<file path="config.mk">
export PLATFORM = sky130hd
export DESIGN_NAME = reorder_buffer_param_flat
export DESIGN_NICKNAME = d
export VERILOG_FILES = /design/src/rtl/reorder_buffer_param_if.sv /design/src/rtl/reorder_buffer_param.sv /design/src/flat_wrapper.sv
export SDC_FILE = /design/constraint.sdc
export NUM_CORES = 2
export LEC_CHECK = 0
export CAP_MARGIN = 5
export CORE_AREA = 2 2 482 484
export DETAILED_ROUTE_END_ITERATION = 7
export DIE_AREA = 0 0 484 486
export GPL_TIMING_DRIVEN = 0
export HOLD_SLACK_MARGIN = 0.05
export PLACE_DENSITY = 0.61
export SLEW_MARGIN = 20
export SYNTH_ARGS = -nofsm -noshare
export SYNTH_HDL_FRONTEND = slang
export SYNTH_SLANG_ARGS = --single-unit
</file>
<file path="constraint.sdc">
create_clock -name clk_in -period 16.1 [get_ports clk_in]
set_input_delay 3.22 -clock clk_in [delete_from_list [all_inputs] [get_ports clk_in]]
set_output_delay 3.22 -clock clk_in [all_outputs]
set_load 0.02 [all_outputs]
</file>
<file path="src/rtl/reorder_buffer_param_if.sv">
// Bus bundle between the reorder buffer and its neighbours: dispatch,
// the writeback buses, the register file / memory controller and the
// fetch redirect. The master side is the environment and the slave side
// is the reorder buffer.
interface reorder_buffer_param_if #(
    parameter int TAG_W    = 4,
    parameter int WB_PORTS = 3
) ();
    logic                      rdy_in;
    // dispatch
    logic                      issue_valid;
    logic                      issue_ready;
    logic [TAG_W-1:0]          issue_tag;
    logic [31:0]               issue_pc;
    logic [4:0]                issue_rd;
    logic [1:0]                issue_kind;
    logic                      issue_pred_taken;
    // writeback buses
    logic [WB_PORTS-1:0]       wb_valid;
    logic [WB_PORTS*TAG_W-1:0] wb_tag;
    logic [WB_PORTS*32-1:0]    wb_data;
    logic [WB_PORTS*32-1:0]    wb_pc;
    // retirement
    logic                      commit_valid;
    logic [TAG_W-1:0]          commit_tag;
    logic [4:0]                commit_rd;
    logic [31:0]               commit_data;
    logic [31:0]               commit_pc;
    // memory handshake for stores
    logic                      store_req;
    logic                      store_done_in;
    // redirect
    logic                      flush_out;
    logic [31:0]               flush_pc;
    logic [TAG_W:0]            count_out;

    modport master (
        output rdy_in, issue_valid, issue_pc, issue_rd, issue_kind, issue_pred_taken,
        output wb_valid, wb_tag, wb_data, wb_pc, store_done_in,
        input  issue_ready, issue_tag, commit_valid, commit_tag, commit_rd,
        input  commit_data, commit_pc, store_req, flush_out, flush_pc, count_out
    );

    modport slave (
        input  rdy_in, issue_valid, issue_pc, issue_rd, issue_kind, issue_pred_taken,
        input  wb_valid, wb_tag, wb_data, wb_pc, store_done_in,
        output issue_ready, issue_tag, commit_valid, commit_tag, commit_rd,
        output commit_data, commit_pc, store_req, flush_out, flush_pc, count_out
    );
endinterface

</file>
<file path="src/rtl/reorder_buffer_param.sv">
// Parametrised in-order retirement buffer. Tags are allocated at the tail
// on issue, results arrive on WB_PORTS writeback buses in any order, and
// the head retires one instruction per cycle in program order. Stores wait
// for the memory controller; a mispredicted branch retires and then
// triggers a one-cycle flush that empties the buffer.
module reorder_buffer_param #(
    parameter int DEPTH    = 16,
    parameter int TAG_W    = 4,
    parameter int WB_PORTS = 3
) (
    input logic                   clk_in,
    input logic                   rst_n_in,
    reorder_buffer_param_if.slave bus
);
    typedef enum logic [1:0] {
        ST_RUN        = 2'd0,
        ST_STORE_WAIT = 2'd1,
        ST_FLUSH      = 2'd2
    } state_t;

    localparam logic [1:0]     KIND_BRANCH = 2'd1;
    localparam logic [1:0]     KIND_STORE  = 2'd2;
    localparam logic [TAG_W:0] DEPTH_CNT   = (TAG_W + 1)'(DEPTH);

    state_t           state_reg, state_next;
    logic [TAG_W-1:0] head_reg, tail_reg;
    logic [TAG_W:0]   count_reg, count_next;
    logic [DEPTH-1:0] valid_reg, ready_reg;

    // Per-entry payload; no reset needed because valid_reg guards it.
    logic [1:0]  kind_mem   [DEPTH];
    logic        pred_mem   [DEPTH];
    logic [4:0]  rd_mem     [DEPTH];
    logic [31:0] pc_mem     [DEPTH];
    logic [31:0] data_mem   [DEPTH];
    logic [31:0] target_mem [DEPTH];

    logic             commit_valid_reg;
    logic [TAG_W-1:0] commit_tag_reg;
    logic [4:0]       commit_rd_reg;
    logic [31:0]      commit_data_reg;
    logic [31:0]      commit_pc_reg;
    logic             store_req_reg;
    logic             flush_reg;
    logic [31:0]      flush_pc_reg;

    logic issue_ready_w, issue_fire;
    logic retire, flush_start, flush_clear, store_start, store_finish;

    logic [TAG_W-1:0]    wb_tag_arr  [WB_PORTS];
    logic [31:0]         wb_data_arr [WB_PORTS];
    logic [31:0]         wb_pc_arr   [WB_PORTS];
    logic [WB_PORTS-1:0] wb_accept;

    // Unpack each writeback bus; a result is taken only for a live entry
    // and never while the buffer is being flushed or frozen.
    genvar gi;
    generate
        for (gi = 0; gi < WB_PORTS; gi++) begin : g_port
            assign wb_tag_arr[gi]  = bus.wb_tag[gi*TAG_W +: TAG_W];
            assign wb_data_arr[gi] = bus.wb_data[gi*32 +: 32];
            assign wb_pc_arr[gi]   = bus.wb_pc[gi*32 +: 32];
            assign wb_accept[gi]   = bus.rdy_in && (state_reg != ST_FLUSH) &&
                                     bus.wb_valid[gi] && valid_reg[wb_tag_arr[gi]];
        end
    endgenerate

    logic        head_valid, head_ready, head_pred;
    logic [1:0]  head_kind;
    logic [31:0] head_data;

    assign head_valid = valid_reg[head_reg];
    assign head_ready = ready_reg[head_reg];
    assign head_kind  = kind_mem[head_reg];
    assign head_pred  = pred_mem[head_reg];
    assign head_data  = data_mem[head_reg];

    // The full check deliberately ignores a retire in the same cycle.
    assign issue_ready_w = (state_reg != ST_FLUSH) && (count_reg < DEPTH_CNT);
    assign issue_fire    = bus.rdy_in && bus.issue_valid && issue_ready_w;
    assign count_next    = count_reg + (TAG_W + 1)'(issue_fire) - (TAG_W + 1)'(retire);

    // Next-state and retire decisions, evaluated on the registered head.
    always_comb begin
        state_next   = state_reg;
        retire       = 1'b0;
        flush_start  = 1'b0;
        flush_clear  = 1'b0;
        store_start  = 1'b0;
        store_finish = 1'b0;
        if (bus.rdy_in) begin
            case (state_reg)
                ST_RUN: begin
                    if (head_valid && head_ready) begin
                        if (head_kind == KIND_STORE) begin
                            store_start = 1'b1;
                            state_next  = ST_STORE_WAIT;
                        end else if (head_kind == KIND_BRANCH && head_data[0] != head_pred) begin
                            retire      = 1'b1;
                            flush_start = 1'b1;
                            state_next  = ST_FLUSH;
                        end else begin
                            retire = 1'b1;
                        end
                    end
                end
                ST_STORE_WAIT: begin
                    if (bus.store_done_in) begin
                        retire       = 1'b1;
                        store_finish = 1'b1;
                        state_next   = ST_RUN;
                    end
                end
                ST_FLUSH: begin
                    flush_clear = 1'b1;
                    state_next  = ST_RUN;
                end
                default: state_next = ST_RUN;
            endcase
        end
    end

    // State register; a frozen cycle simply re-selects the current state.
    always_ff @(posedge clk_in or negedge rst_n_in) begin
        if (!rst_n_in) begin
            state_reg <= ST_RUN;
        end else begin
            state_reg <= state_next;
        end
    end

    // Pointers, occupancy and per-entry valid/ready flags.
    always_ff @(posedge clk_in or negedge rst_n_in) begin
        if (!rst_n_in) begin
            head_reg  <= '0;
            tail_reg  <= '0;
            count_reg <= '0;
            valid_reg <= '0;
            ready_reg <= '0;
        end else if (bus.rdy_in) begin
            if (flush_clear) begin
                head_reg  <= '0;
                tail_reg  <= '0;
                count_reg <= '0;
                valid_reg <= '0;
                ready_reg <= '0;
            end else begin
                for (int p = 0; p < WB_PORTS; p++) begin
                    if (wb_accept[p]) begin
                        ready_reg[wb_tag_arr[p]] <= 1'b1;
                    end
                end
                if (issue_fire) begin
                    valid_reg[tail_reg] <= 1'b1;
                    ready_reg[tail_reg] <= 1'b0;
                    tail_reg            <= tail_reg + 1'b1;
                end
                if (retire) begin
                    valid_reg[head_reg] <= 1'b0;
                    head_reg            <= head_reg + 1'b1;
                end
                count_reg <= count_next;
            end
        end
    end

    // Payload writes; later ports overwrite earlier ones so the highest
    // port index wins a same-tag collision.
    always_ff @(posedge clk_in) begin
        if (bus.rdy_in) begin
            for (int p = 0; p < WB_PORTS; p++) begin
                if (wb_accept[p]) begin
                    data_mem[wb_tag_arr[p]]   <= wb_data_arr[p];
                    target_mem[wb_tag_arr[p]] <= wb_pc_arr[p];
                end
            end
            if (issue_fire) begin
                kind_mem[tail_reg] <= bus.issue_kind;
                pred_mem[tail_reg] <= bus.issue_pred_taken;
                rd_mem[tail_reg]   <= bus.issue_rd;
                pc_mem[tail_reg]   <= bus.issue_pc;
            end
        end
    end

    // Registered retire, store-request and redirect outputs; the pulses
    // are cleared on a frozen cycle so they cannot repeat afterwards.
    always_ff @(posedge clk_in or negedge rst_n_in) begin
        if (!rst_n_in) begin
            commit_valid_reg <= 1'b0;
            commit_tag_reg   <= '0;
            commit_rd_reg    <= '0;
            commit_data_reg  <= '0;
            commit_pc_reg    <= '0;
            store_req_reg    <= 1'b0;
            flush_reg        <= 1'b0;
            flush_pc_reg     <= '0;
        end else if (!bus.rdy_in) begin
            commit_valid_reg <= 1'b0;
            flush_reg        <= 1'b0;
        end else begin
            commit_valid_reg <= retire;
            flush_reg        <= flush_start;
            if (retire) begin
                commit_tag_reg  <= head_reg;
                commit_rd_reg   <= store_finish ? 5'd0 : rd_mem[head_reg];
                commit_data_reg <= head_data;
                commit_pc_reg   <= pc_mem[head_reg];
            end
            if (flush_start) begin
                flush_pc_reg <= target_mem[head_reg];
            end
            if (store_start) begin
                store_req_reg <= 1'b1;
            end else if (store_finish) begin
                store_req_reg <= 1'b0;
            end
        end
    end

    assign bus.issue_ready  = issue_ready_w;
    assign bus.issue_tag    = tail_reg;
    assign bus.commit_valid = commit_valid_reg && bus.rdy_in;
    assign bus.commit_tag   = commit_tag_reg;
    assign bus.commit_rd    = commit_rd_reg;
    assign bus.commit_data  = commit_data_reg;
    assign bus.commit_pc    = commit_pc_reg;
    assign bus.store_req    = store_req_reg;
    assign bus.flush_out    = flush_reg && bus.rdy_in;
    assign bus.flush_pc     = flush_pc_reg;
    assign bus.count_out    = count_reg;
endmodule
</file>
<file path="src/flat_wrapper.sv">
// flat-port wrapper written by rule: the top's interface ports become plain ports
module reorder_buffer_param_flat 
#(
    parameter int DEPTH    = 16,
    parameter int TAG_W    = 4,
    parameter int WB_PORTS = 3
)
  (clk_in, rst_n_in, bus_rdy_in, bus_issue_valid, bus_issue_pc, bus_issue_rd, bus_issue_kind, bus_issue_pred_taken, bus_wb_valid, bus_wb_tag, bus_wb_data, bus_wb_pc, bus_store_done_in, bus_issue_ready, bus_issue_tag, bus_commit_valid, bus_commit_tag, bus_commit_rd, bus_commit_data, bus_commit_pc, bus_store_req, bus_flush_out, bus_flush_pc, bus_count_out);
  reorder_buffer_param_if #(.TAG_W(TAG_W), .WB_PORTS(WB_PORTS)) bus_i ();
  input logic clk_in;
  input logic rst_n_in;
  input wire logic [$bits(bus_i.rdy_in)-1:0] bus_rdy_in;
  input wire logic [$bits(bus_i.issue_valid)-1:0] bus_issue_valid;
  input wire logic [$bits(bus_i.issue_pc)-1:0] bus_issue_pc;
  input wire logic [$bits(bus_i.issue_rd)-1:0] bus_issue_rd;
  input wire logic [$bits(bus_i.issue_kind)-1:0] bus_issue_kind;
  input wire logic [$bits(bus_i.issue_pred_taken)-1:0] bus_issue_pred_taken;
  input wire logic [$bits(bus_i.wb_valid)-1:0] bus_wb_valid;
  input wire logic [$bits(bus_i.wb_tag)-1:0] bus_wb_tag;
  input wire logic [$bits(bus_i.wb_data)-1:0] bus_wb_data;
  input wire logic [$bits(bus_i.wb_pc)-1:0] bus_wb_pc;
  input wire logic [$bits(bus_i.store_done_in)-1:0] bus_store_done_in;
  output wire logic [$bits(bus_i.issue_ready)-1:0] bus_issue_ready;
  output wire logic [$bits(bus_i.issue_tag)-1:0] bus_issue_tag;
  output wire logic [$bits(bus_i.commit_valid)-1:0] bus_commit_valid;
  output wire logic [$bits(bus_i.commit_tag)-1:0] bus_commit_tag;
  output wire logic [$bits(bus_i.commit_rd)-1:0] bus_commit_rd;
  output wire logic [$bits(bus_i.commit_data)-1:0] bus_commit_data;
  output wire logic [$bits(bus_i.commit_pc)-1:0] bus_commit_pc;
  output wire logic [$bits(bus_i.store_req)-1:0] bus_store_req;
  output wire logic [$bits(bus_i.flush_out)-1:0] bus_flush_out;
  output wire logic [$bits(bus_i.flush_pc)-1:0] bus_flush_pc;
  output wire logic [$bits(bus_i.count_out)-1:0] bus_count_out;
  assign bus_i.rdy_in = bus_rdy_in;
  assign bus_i.issue_valid = bus_issue_valid;
  assign bus_i.issue_pc = bus_issue_pc;
  assign bus_i.issue_rd = bus_issue_rd;
  assign bus_i.issue_kind = bus_issue_kind;
  assign bus_i.issue_pred_taken = bus_issue_pred_taken;
  assign bus_i.wb_valid = bus_wb_valid;
  assign bus_i.wb_tag = bus_wb_tag;
  assign bus_i.wb_data = bus_wb_data;
  assign bus_i.wb_pc = bus_wb_pc;
  assign bus_i.store_done_in = bus_store_done_in;
  assign bus_issue_ready = bus_i.issue_ready;
  assign bus_issue_tag = bus_i.issue_tag;
  assign bus_commit_valid = bus_i.commit_valid;
  assign bus_commit_tag = bus_i.commit_tag;
  assign bus_commit_rd = bus_i.commit_rd;
  assign bus_commit_data = bus_i.commit_data;
  assign bus_commit_pc = bus_i.commit_pc;
  assign bus_store_req = bus_i.store_req;
  assign bus_flush_out = bus_i.flush_out;
  assign bus_flush_pc = bus_i.flush_pc;
  assign bus_count_out = bus_i.count_out;
  reorder_buffer_param #(.DEPTH(DEPTH), .TAG_W(TAG_W), .WB_PORTS(WB_PORTS)) u_core (.clk_in(clk_in), .rst_n_in(rst_n_in), .bus(bus_i));
endmodule
</file>
Word level (Yosys, flattened, before mapping)

Memory sizes are Yosys's and may differ from the RTL's. A register that Yosys moved wholly into a read port is not among the register bits.
Cells that the tools add are included.

Reduce and logical (&&, ||, !) cells: 31
$add $sub $neg: 4
Bitwise gates (word level): 8
Equality and inequality tests: 9
Order comparisons: 11
Div/mod/pow operators: 0
Multiplexer cells: 81
Multiply operators: 0
Shifts and indexed selects: 0

Operators by type and width:

| kind                | number |
|---|---|
| $mux 16             | 16 |
| $or 16x16->16       | 4 |
| $mux 1              | 43 |
| $and 16x16->16      | 2 |
| $not 16->16         | 2 |
| $lt 4x5->1 const B  | 5 |
| $bmux 1 s4          | 5 |
| $demux 1 s4         | 5 |
| $ge 4x1->1 const B  | 5 |
| $logic_and 1x1->1   | 19 |
| $mux 4              | 4 |
| $mux 5              | 2 |
| $reduce_and 2->1    | 5 |
| $add 4x1->4 const B | 2 |
| $mux 2              | 4 |
| $reduce_bool 2->1   | 3 |
| $add 5x1->5         | 1 |
| $lt 5x5->1 const B  | 1 |
| $sub 5x1->5         | 1 |
| $eq 2x1->1 const B  | 2 |
| $eq 2x2->1 const B  | 2 |
| $ne 2x2->1 const B  | 2 |
| $pmux 2 s2          | 1 |
| $reduce_and 4->1    | 1 |
| 6 further kinds     | 7 |

Input bits: 252
RAM bits: 1664
ROM bits: 0
Latch bits: 0
Memories: 6
Register bits after elaboration: 91

Memories:

| memory            | words | width | rd ports | clocked after memory_dff | wr ports | line                       | text |
|---|---|---|---|---|---|---|---|
| u_core.data_mem   | 16    | 32    | 1        | 0                        | 3        | reorder_buffer_param.sv:35 | `logic [31:0] data_mem [DEPTH];` |
| u_core.pc_mem     | 16    | 32    | 1        | 1                        | 1        | reorder_buffer_param.sv:34 | `logic [31:0] pc_mem [DEPTH];` |
| u_core.target_mem | 16    | 32    | 1        | 1                        | 3        | reorder_buffer_param.sv:36 | `logic [31:0] target_mem [DEPTH];` |
| u_core.rd_mem     | 16    | 5     | 1        | 0                        | 1        | reorder_buffer_param.sv:33 | `logic [4:0] rd_mem [DEPTH];` |
| u_core.kind_mem   | 16    | 2     | 1        | 0                        | 1        | reorder_buffer_param.sv:31 | `logic [1:0] kind_mem [DEPTH];` |
| u_core.pred_mem   | 16    | 1     | 1        | 0                        | 1        | reorder_buffer_param.sv:32 | `logic pred_mem [DEPTH];` |

Longest topological paths before layout

Depth after elaboration: 19
Depth in mapped cells: 23
Gate-level depth less buffers: 16

Worst setup path after synthesis

Ideal clock, no wire load.

Kind: in2reg
From: input port bus_rdy_in
To: memory u_core.data_mem[0][0] (enable)
Stages: 5
Path buffers: 1
Path slack: 3835 ps
Arrival time: 11555 ps
Required time: 15390 ps
Cell sequence: clkbuf_1 -> nand2_1 -> nor3b_1 -> nand3_1 -> o311ai_0

RTL lines:

| what        | line                       | text |
|---|---|---|
| from (decl) | flat_wrapper.sv:12         | `input wire logic [$bits(bus_i.rdy_in)-1:0] bus_rdy_in;` |
| to (decl)   | reorder_buffer_param.sv:35 |  |

Final worst setup path

From: input port bus_rdy_in
To: output port bus_commit_valid

Longest elaborated chain between the ends: 1

RTL lines:

| what              | line                        | text |
|---|---|---|
| $logic_and 1x1->1 | reorder_buffer_param.sv:223 | `assign bus.commit_valid = commit_valid_reg && bus.rdy_in;` |
| to (decl)         | flat_wrapper.sv:25          | `output wire logic [$bits(bus_i.commit_valid)-1:0] bus_commit_valid;` |

Every way passes these cells.

==> impl_metrics.csv <==
group,metric,value,unit
synthesis,synth_ff_type,"edfxtp_1",
layout,syn2layout_area_growth,18.3,%
power_and_ir_drop,p_sw,3.71,mW
sta,period_needed,9.39,ns
route,drt-total-wl,360,mm
floorplanning,rows,176,
setup_path,worstRegToRegCells,21,
power_and_ir_drop,power_frac_comb,21.4,%
place,dp_cells,10200,
place,place_congestion,0.955,
clocking,clk_latency,0.87,ns
synthesis,synth_top_area_cell,"edfxtp_1",
sta,finalSetupViolations,0,
synthesis,synth_edf_count,1664,
setup_path,critPathMaxStageDelay,0.64,ns
status,violations,"DRC",
sta,final.period_utilization,58.3,%
route,drtIter0Drc,10500,
place,pre_cts_ws,6.77,ns
sta,relSlewSlack,7.80,%
sta,maxSlewViolCount,0,
synthesis,yosys_warnings,0,
floorplanning,start_util,39.9,%
setup_path,cp-start-kind,"input pin",
power_and_ir_drop,total_power,12.9,mW
clocking,path_clk_slew,0.06,ns
clocking,hold_buffers,0,
global_route,grt_first_pass_wirelength,498,mm
layout,final_common_cell,"edfxtp_1",
sta,worstMarginPinSlew,1.38,ns
synthesis,ys_top_cells_by_area,"edfxtp_1, mux4_2, mux2i_1",
global_route,antenna_found_initial,81,
layout,fin_util,47.2,%
global_route,grt.total_usage,29.9,%
sta,finalHoldViolCount,0,
setup_path,path_class,"in -> out",
layout,drive_gt1_share,18.7,%
synthesis,ys_types,58,
clocking,root_buffer,"clkbuf_16",
power_and_ir_drop,clkPwrFrac,36.0,%
synthesis,ys_ff_latch,1819,
clocking,h-tree-depth,4,
hold_path,hold_depth,1,
global_route,grt-ovfl-total,0,
sta,fmax,106,MHz
synthesis,ys_seq_area_share,58.8,%
layout,stdcell_count,10700,
sta,rsz0062_at_grt,"no",
place,dp_hpwl,263,mm
global_route,met2_usage,45.9,%
hold_path,hold_class,"reg -> reg",
setup_path,worst_ep_required_time,12.88,ns
global_route,met1_usage,37.9,%
power_and_ir_drop,power_frac_seq,42.6,%
clocking,numClockSinks,1819,
power_and_ir_drop,intPower,9.19,mW
job,drv_cap,0,
synthesis,synth_top_area_share,54.6,%
sta,fin_skew,0.0414,ns
global_route,use_met3,8.10,%
layout,final_cell_mix,"edfxtp_1, a21oi_1, nor2_1",
synthesis,syn_area,91500,µm²
power_and_ir_drop,p_leak,43.7,nW
power_and_ir_drop,power.density,119,nW/µm²
setup_path,crit_top_cell,"clkbuf_1",
route,drt_pass1_iterations,8,
floorplanning,die_x,484,µm
setup_path,cp-end-kind,"primary output",
floorplanning,die_y,486,µm
synthesis,synthArstFlopShare,8.52,%
route,ant_nets,0,
global_route,first_global_vias,64400,
clocking,cts_buffers,197,
place,io_buffer_count,304,
floorplanning,core,229000,µm²
synthesis,synth_fp_nets,6893,
power_and_ir_drop,swShare,28.8,%
setup_path,path_cells,"clkdlybuf4s50_1 -> clkbuf_1 -> clkbuf_1 -> clkbuf_1 -> and2_1 -> clkdlybuf4s50_1",
setup_path,critPathMaxFanout,10,
route,viasPerCell,6.25,
status,outcome,"complete, but fails checks",
setup_path,r2r_slack,10.26,ns
synthesis,synth_cells,6627,
layout,nets,7683,
floorplanning,io_pins,370,
sta,hold-worst-slack,0.485,ns
global_route,grt-busiest-layer,"met2",
floorplanning,die_area,235000,µm²
clocking,cts_post_setup_buffers_inserted,0,
global_route,grt_max_degree,62,
clocking,cts_max_path_buffers,3,
setup_path,crit_slowest_cell,"clkdlybuf4s50_1",
synthesis,synth.avg_cell_area,13.8,µm²
setup_path,crit_arrival,6.17,ns
layout,fillers,20000,
clocking,cts_resized,0,
power_and_ir_drop,ir_worst_vdd,0.0877,mV
route,drc_errors,131,
route,vias,66700,
route,wire_per_inst,33.8,µm
clocking,cts_tree,"done",
sta,layout_setup_ws,6.71,ns
==> per-layer routing <==
metal | up-vias | wire length [µm]
li1 | 26900 | -
met1 | 33800 | 131000
met2 | 4856 | 162000
met3 | 1095 | 42100
met4 | 26 | 25100
met5 | - | 270
==> cells in the mapped netlist (all sizes together) (5+ instances only) <==
master and n:
nand4 8, a22o 6, mux4 534, ha 13
nand3 16, inv 14, a22oi 7, dfrtp 155
and3 8, o21ai 67, mux2i 1028, clkbuf 527
a31oi 18, nand2b 10, nor2 1048, a21oi 1047
nand2 37, buf 225, edfxtp 1664, a21o 5
nor2b 9, mux2 103, o21ba 14, o211ai 12
==> power by group through the flow <==
| stage | sequential, mW | combinational (mW) | clock, mW |
|---|---|---|---|
| floorplan | 5.66 | 1.51 | 0 |
| global placement | 5.62 | 2.62 | 0 |
| detailed placement | 5.59 | 2.71 | 0 |
| CTS | 5.49 | 2.72 | 4.67 |
| global route | 5.51 | 2.86 | 4.84 |
| finish | 5.50 | 2.76 | 4.65 |
==> critical path, delay by kind of cell <==
kind / cells / cell delay, ns
buf+inv: 5 / 2.59
simple gates: 1 / 0.35
==> cells by family (layout without fill, tap and decap cells) <==
group | after synthesis | after routing | share of synthesized area, %
compound gates | 1192 | 1192 | 6.76
xor+xnor | 4 | 4 | 0.0383
fa+ha+maj | 14 | 14 | 0.200
buf+inv | 767 | 1731 | 3.39
flops | 1819 | 1819 | 58.8
mux | 1665 | 1665 | 25.7
other cells | 0 | 54 | 0
simple gates | 1166 | 1166 | 5.03
==> through the flow <==
step	instance area, µm²	setup TNS (ns)
6_report	108000	0
4_1_cts	108000	0
5_1_grt	108000	0
3_5_place_dp	102000	0
3_3_place_gp	98300	-1847.63
2_1_floorplan	91500	0
==> area by class of cell <==
cell class	instances	area, µm²	area share [%]
sequential	1819	53800	49.7
multi-input combinational	4041	34700	32.1
timing repair buffer	591	6080	5.61
clock buffer	271	5380	4.97
tap	3026	3790	3.50
buffer	752	3140	2.90
clock inverter	102	1130	1.04
antenna	54	135	0.125
inverter	15	56.3	0.0520
==> path summary, 6_finish.rpt <==
kind / endpoint / from
worst max register to register: u_core.bus.count_out[4] / u_core.head_reg[2]
max in group asynchronous: u_core.bus.commit_data[24] / rst_n_in
worst max-delay path: bus_commit_valid / bus_rdy_in
worst min register to register: u_core.bus.commit_pc[17] / u_core.bus.commit_pc[17]
min in group asynchronous: u_core.bus.commit_rd[0] / rst_n_in
worst min-delay path: u_core.bus.commit_pc[17] / u_core.bus.commit_pc[17]
No activity file was read; power rests on OpenSTA's default activity.
